## src/rtl/icache_pkg.sv

```systemverilog
// Shared constants, FSM encoding and geometry helpers for the
// direct-mapped instruction cache.
package icache_pkg;

    localparam int LINE_WORDS  = 4;
    localparam int OFFSET_BITS = 2;

    typedef enum logic {
        ST_IDLE = 1'b0,
        ST_FILL = 1'b1
    } state_e;

    function automatic int tag_bits(input int index_bits);
        return 30 - index_bits - OFFSET_BITS;
    endfunction

endpackage

```

## src/rtl/icache_fill_ctrl.sv

```systemverilog
// Line-fill sequencer: IDLE/FILL state, word counter, deferred flush
// and the backing-memory request/ack handshake.
module icache_fill_ctrl
    import icache_pkg::*;
(
    input  logic                   clock,
    input  logic                   reset,
    input  logic                   i_miss,
    input  logic                   i_flush,
    input  logic [29:0]            i_line_base,
    input  logic                   i_mem_ack,
    output logic                   o_busy,
    output logic                   o_start,
    output logic                   o_mem_req,
    output logic [29:0]            o_mem_addr,
    output logic                   o_we,
    output logic [OFFSET_BITS-1:0] o_word,
    output logic                   o_set_valid,
    output logic                   o_clear_all
);

    localparam logic [OFFSET_BITS-1:0] LAST_WORD =
        OFFSET_BITS'(LINE_WORDS - 1);

    state_e                   r_state;
    logic [OFFSET_BITS-1:0]   r_cnt;
    logic                     r_flush_pending;
    logic                     r_mem_req;
    logic [29:0]              r_mem_addr;

    logic w_fill;
    logic w_done;

    assign w_fill = (r_state == ST_FILL);
    assign w_done = w_fill && i_mem_ack && (r_cnt == LAST_WORD);

    // A miss in a flush cycle is deferred so it sees the cleared tags.
    assign o_busy      = w_fill;
    assign o_start     = !w_fill && i_miss && !i_flush;
    assign o_mem_req   = r_mem_req;
    assign o_mem_addr  = r_mem_addr;
    assign o_we        = w_fill && i_mem_ack;
    assign o_word      = r_cnt;
    assign o_set_valid = w_done && !r_flush_pending && !i_flush;
    assign o_clear_all = (!w_fill && i_flush) ||
                         (w_done && (r_flush_pending || i_flush));

    always_ff @(posedge clock or negedge reset) begin
        if (!reset) begin
            r_state         <= ST_IDLE;
            r_cnt           <= '0;
            r_flush_pending <= 1'b0;
            r_mem_req       <= 1'b0;
            r_mem_addr      <= '0;
        end else begin
            unique case (r_state)
                ST_IDLE: begin
                    if (o_start) begin
                        r_state    <= ST_FILL;
                        r_cnt      <= '0;
                        r_mem_req  <= 1'b1;
                        r_mem_addr <= i_line_base;
                    end
                end
                ST_FILL: begin
                    if (i_flush)
                        r_flush_pending <= 1'b1;
                    if (i_mem_ack) begin
                        r_cnt      <= r_cnt + 1'b1;
                        r_mem_addr <= r_mem_addr + 30'd1;
                        if (r_cnt == LAST_WORD) begin
                            r_state         <= ST_IDLE;
                            r_mem_req       <= 1'b0;
                            r_mem_addr      <= '0;
                            r_flush_pending <= 1'b0;
                        end
                    end
                end
                default: ;
            endcase
        end
    end

endmodule

```

## src/rtl/icache_fetch.sv

```systemverilog
// Direct-mapped I-cache in front of the fetch port: combinational hit
// path, 4-word line fills over a slow handshaked memory.
module icache_fetch
    import icache_pkg::*;
#(
    parameter int INDEX_BITS = 4
)
(
    input  logic        clock,
    input  logic        reset,
    input  logic [29:0] pc_word,
    output logic [31:0] inst,
    output logic        inst_ready,
    input  logic        flush,
    output logic        mem_req,
    output logic [29:0] mem_addr,
    input  logic [31:0] mem_rdata,
    input  logic        mem_ack,
    output logic [15:0] miss_count
);

    localparam int TAG_W = tag_bits(INDEX_BITS);
    localparam int LINES = 1 << INDEX_BITS;
    localparam int AW    = INDEX_BITS + OFFSET_BITS;

    logic [31:0]      r_data [LINES*LINE_WORDS];
    logic [TAG_W-1:0] r_tag  [LINES];
    logic [LINES-1:0] r_valid;
    logic [15:0]      r_miss_count;

    logic [INDEX_BITS-1:0]  w_index;
    logic [TAG_W-1:0]       w_tag;
    logic [AW-1:0]          w_rd_addr;
    logic [AW-1:0]          w_wr_addr;
    logic [INDEX_BITS-1:0]  w_fill_index;
    logic [29:0]            w_line_base;
    logic                   w_hit;
    logic                   w_busy;
    logic                   w_start;
    logic                   w_we;
    logic [OFFSET_BITS-1:0] w_word;
    logic                   w_set_valid;
    logic                   w_clear_all;

    assign w_rd_addr    = pc_word[AW-1:0];
    assign w_index      = pc_word[AW-1:OFFSET_BITS];
    assign w_tag        = pc_word[29:AW];
    assign w_line_base  = {pc_word[29:OFFSET_BITS], {OFFSET_BITS{1'b0}}};
    assign w_fill_index = mem_addr[AW-1:OFFSET_BITS];
    assign w_wr_addr    = {w_fill_index, w_word};

    assign w_hit      = r_valid[w_index] && (r_tag[w_index] == w_tag);
    assign inst       = r_data[w_rd_addr];
    assign inst_ready = !w_busy && w_hit;
    assign miss_count = r_miss_count;

    icache_fill_ctrl u_fill_ctrl (
        .clock       (clock),
        .reset       (reset),
        .i_miss      (!w_hit),
        .i_flush     (flush),
        .i_line_base (w_line_base),
        .i_mem_ack   (mem_ack),
        .o_busy      (w_busy),
        .o_start     (w_start),
        .o_mem_req   (mem_req),
        .o_mem_addr  (mem_addr),
        .o_we        (w_we),
        .o_word      (w_word),
        .o_set_valid (w_set_valid),
        .o_clear_all (w_clear_all)
    );

    always_ff @(posedge clock) begin
        if (w_we)
            r_data[w_wr_addr] <= mem_rdata;
        if (w_set_valid)
            r_tag[w_fill_index] <= mem_addr[29:AW];
    end

    always_ff @(posedge clock or negedge reset) begin
        if (!reset) begin
            r_valid      <= '0;
            r_miss_count <= '0;
        end else begin
            if (w_clear_all)
                r_valid <= '0;
            else if (w_set_valid)
                r_valid[w_fill_index] <= 1'b1;
            if (w_start && (r_miss_count != 16'hFFFF))
                r_miss_count <= r_miss_count + 16'd1;
        end
    end

endmodule

```

## config.mk

```make
export PLATFORM = sky130hd
export DESIGN_NAME = icache_fetch
export DESIGN_NICKNAME = d
export VERILOG_FILES = /design/src/rtl/icache_pkg.sv /design/src/rtl/icache_fill_ctrl.sv /design/src/rtl/icache_fetch.sv
export SDC_FILE = /design/constraint.sdc
export NUM_CORES = 2
export LEC_CHECK = 0
export CORE_MARGIN = 10
export CORE_UTILIZATION = 60
export DETAILED_ROUTE_END_ITERATION = 8
export PLACE_DENSITY = 0.76
export SKIP_LAST_GASP = 1
export SLEW_MARGIN = 20
export SYNTH_ARGS = -nofsm -noshare
export SYNTH_HDL_FRONTEND = slang
export SYNTH_SLANG_ARGS = --single-unit
export TNS_END_PERCENT = 5
```

## constraint.sdc

```tcl
create_clock -name clock -period 4.4 [get_ports clock]
set_input_delay 0.44 -clock clock [delete_from_list [all_inputs] [get_ports clock]]
set_output_delay 0.44 -clock clock [all_outputs]
set_load 0.05 [all_outputs]
```

==> summary.txt <==
ROUTING
---------------------------------------------------------------------------------
Count of vias placed by the detailed router                                 48500
Violation count after the first detailed-route iteration                     7084
Number of vias per cell after detailed routing                               7.05
Wire length reported by the detailed router                             262000 µm
Number of nets still failing antenna checks after routing                       0
Number of remaining DRC errors                                                  0
Pre-antenna DRT Iters                                                           9
Final routed wire length divided by cell count                            38.1 µm

RUN STATUS
---------------------------------------------------------------------------------
Run status                                                           complete, no violations

CLOCKING
---------------------------------------------------------------------------------
Total clock sinks                                                            2499
CTS Buffer Depth                                                                3
Skew-Pair Late Insertion Delay                                             860 ps
Number of buffers created by CTS                                              230
H-tree depth reported by CTS                                                    4
CTS tree                                                                    built
CTS clock-pin slew for the worst setup and hold paths                       70 ps
Cell at the root of the clock tree                                      clkbuf_16

SYNTHESIS
---------------------------------------------------------------------------------
Post-Syn Nets                                                                4183
Fraction of synthesis flops using an asynchronous set or reset pin          2.68%
Number of warnings issued by yosys                                              0
Post-Syn Area per Cell                                                   23.5 µm²
Cell Area, Synth                                                        96700 µm²
Post-synth top flop                                                      edfxtp_1
Syn Inst Count                                                               4114
Number of enable flip-flop cells after synthesis                             2432
Post-synthesis cell type count                                                 60
Share of synthesized area occupied by flip-flops and latches                77.3%
Seq cells post-synth                                                         2499

STA
---------------------------------------------------------------------------------
Post-layout min period                                                    4290 ps
Count of pins over their slew limit                                             0
Final Setup Violations                                                          0
Clock skew                                                                35.0 ps
Final hold slack                                                          19.6 ps
Slew of the pin with the lowest slew margin                               1080 ps
Setup repair after global routing missed its margin                            no
Number of failing hold endpoints at the final stage                             0
Max Freq                                                                  233 MHz
Headroom to the max-slew limit                                              28.2%
Fin Setup TNS                                                                0 ps
Fraction of the cycle the final worst path needs                            97.5%

DIE
---------------------------------------------------------------------------------
Overall die area                                                       178000 µm²
Top-level port count                                                          146
Initial core utilization                                                    60.3%
Floorplan Core Area                                                    160000 µm²
Die Y-Extent                                                               421 µm
DIE WIDTH                                                                  421 µm
Total number of placement rows                                                147

PWR
---------------------------------------------------------------------------------
PnR Total Power                                                          53100 µW
Power density of the placed cells                                      481 nW/µm²
Worst ir drop on vdd                                                   0.000499 V
LEAKAGE                                                                 0.0348 µW

PLACED DESIGN
---------------------------------------------------------------------------------
Instance area at placement                                             103000 µm²
Routability cong.                                                           0.903
Hpwl dp                                                                 140000 µm
Number of I/O port buffers                                                    145

GLOBAL ROUTING
---------------------------------------------------------------------------------
Antenna violations before repair                                               12
Overall track demand over capacity in global routing                        29.4%
First-pass GRT wire length                                              373000 µm
Number of global-route vias before repair                                   49300
Pin count of the biggest net entering global routing                           70
Grt ovf                                                                         0

FINAL LAYOUT
---------------------------------------------------------------------------------
Number of nets at the end of the flow                                        4587
Final core utilization                                                      68.9%
Layout area overhead                                                        14.3%
Ratio of cells with drive above 1 in the final layout                       31.5%
Post-route cell area                                                   110000 µm²

CRITICAL PATH
---------------------------------------------------------------------------------
Launching point of the worst reg2reg path                            u_fill_ctrl.o_mem_addr[0]
Signal arrival time at the worst endpoint                                 3850 ps
Worst-case register-to-register setup slack                                900 ps
Startpoint class of the critical path                                        flop
Setup crit start                                                     r_tag[10][14]
Biggest fanout along the worst timing path                                      2
Critical Path Max Stage Delay                                              580 ps
Kind of critical path                                                     reg2out
Cell breakdown of the critical path                                  mux4_2, mux2i_1, mux2i_1, xor2_1, or4_1, nor4_4, nand2_1, nor2_1, buf_4, buf_12
Crit-path slowest cell                                                      or4_1
Data required time of the critical path                                   3960 ps
Most common cell type on the critical path                                mux2i_1
CP Capture Type                                                       output port

WORST HOLD PATH
---------------------------------------------------------------------------------
Worst min path class                                                       in2reg
Hold path start                                                      mem_rdata[9]

RUN
---------------------------------------------------------------------------------
Max-cap check violation count                                                   0

==> what timing repair did <==
action | 4_1_cts | 5_1_grt
hold buffers | 1 | 1
endpoints found under the setup margin | 0 | 1
buffers inserted | 0 | 0
resized for setup | 0 | 2
hold endpoints to repair | 67 | 16
==> metrics by stage <==
step,setup slack (ps),std cells
6_report,109,6872
5_1_grt,34.1,6871
4_1_cts,6.48,6865
3_5_place_dp,270,6441
3_3_place_gp,277,6441
2_1_floorplan,604,4114
==> state kept, by name, summed over array words and instances (netlist names) <==
register and flops:
r_data 2048, r_tag 384, u_fill_ctrl.o_mem_addr 30, miss_count 16, r_valid 16, u_fill_ctrl.o_word 2, u_fill_ctrl.o_busy 1, u_fill_ctrl.o_mem_req 1
u_fill_ctrl.r_flush_pending 1
==> worst max-delay path, delay by kind of cell (launching register included) <==
family | cells | cell delay, ps
muxes | 3 | 770
and+or+nand+nor | 4 | 1320
buffers and inverters | 2 | 260
xor gates and xnor gates | 1 | 220
DFF | 1 | 420
==> cell usage in the layout, fill, tap and decap left out, types with 67 or more instances in the layout <==
master and count:
buf_12 84, buf_4 201, clkbuf_16 232, clkdlybuf4s50_1 73
dfrtp_1 67, edfxtp_1 2432, mux2i_1 77, mux4_2 757
nand2_1 72, nor2_4 80
==> synthesized netlist by cell type, drive strengths merged, types with 16 or more instances <==
cell,instances,area share [%]
edfxtp,2432,76
mux4,757,18
clkbuf,146,0.57
nor2,127,0.49
mux2i,77,0.80
buf,74,0.37
nand2,72,0.28
dfrtp,67,1.7
o21ai,40,0.21
a21oi,30,0.16
nand3,29,0.15
xnor2,25,0.23
and3,23,0.15
a22oi,21,0.16
nand4,16,0.10
nor3,16,0.083
o21a,16,0.12
==> where the power goes <==
group	internal [µW]	switching [µW]
Sequential	27300	637
Clock	10500	8790
Combinational	1960	3920
==> kinds of logic (layout without fill, tap and decap cells) <==
family	count (synthesis)	count (layout)	share of synthesized area [%]
flops	2499	2499	77.3
xor+xnor	34	34	0.308
buf+inv	229	824	0.973
compound gates	159	159	1.10
fa+ha+maj	3	3	0.0388
mux	842	842	18.5
simple gates	348	348	1.76
other cells	0	3	0
==> metal layers <==
| metal | share of wire (%) | GRT usage [%] | vias to the layer above |
|---|---|---|---|
| met5 | 0.0050 | 0 | - |
| met4 | 5.3 | 13.3 | 2 |
| met3 | 10 | 5.99 | 682 |
| met2 | 51 | 48.6 | 3655 |
| met1 | 34 | 38.3 | 25600 |
| li1 | - | - | 18500 |
==> path summary, 6_finish.rpt <==
kind                       depth (start not counted)                          to
setup / recovery                                  10                  inst_ready
hold / removal                                     1               r_data[28][9]
setup reg to reg                                  10  u_fill_ctrl.o_mem_addr[28]
hold reg to reg                                    1                  r_valid[2]
max in group asynchronous                          2   u_fill_ctrl.o_mem_addr[7]
min in group asynchronous                          2  u_fill_ctrl.o_mem_addr[25]
==> final cells by class <==
cell class                 count  area (µm²)
antenna                        3        7.51
timing repair buffer         392        4140
fill                        9192       49900
inverter                       9        33.8
clock inverter               122        1090
sequential                  2499       74700
tap                         2160        2700
multi-input combinational   1386       21600
clock buffer                 301        6130
(Power assumes the default switching activity.)
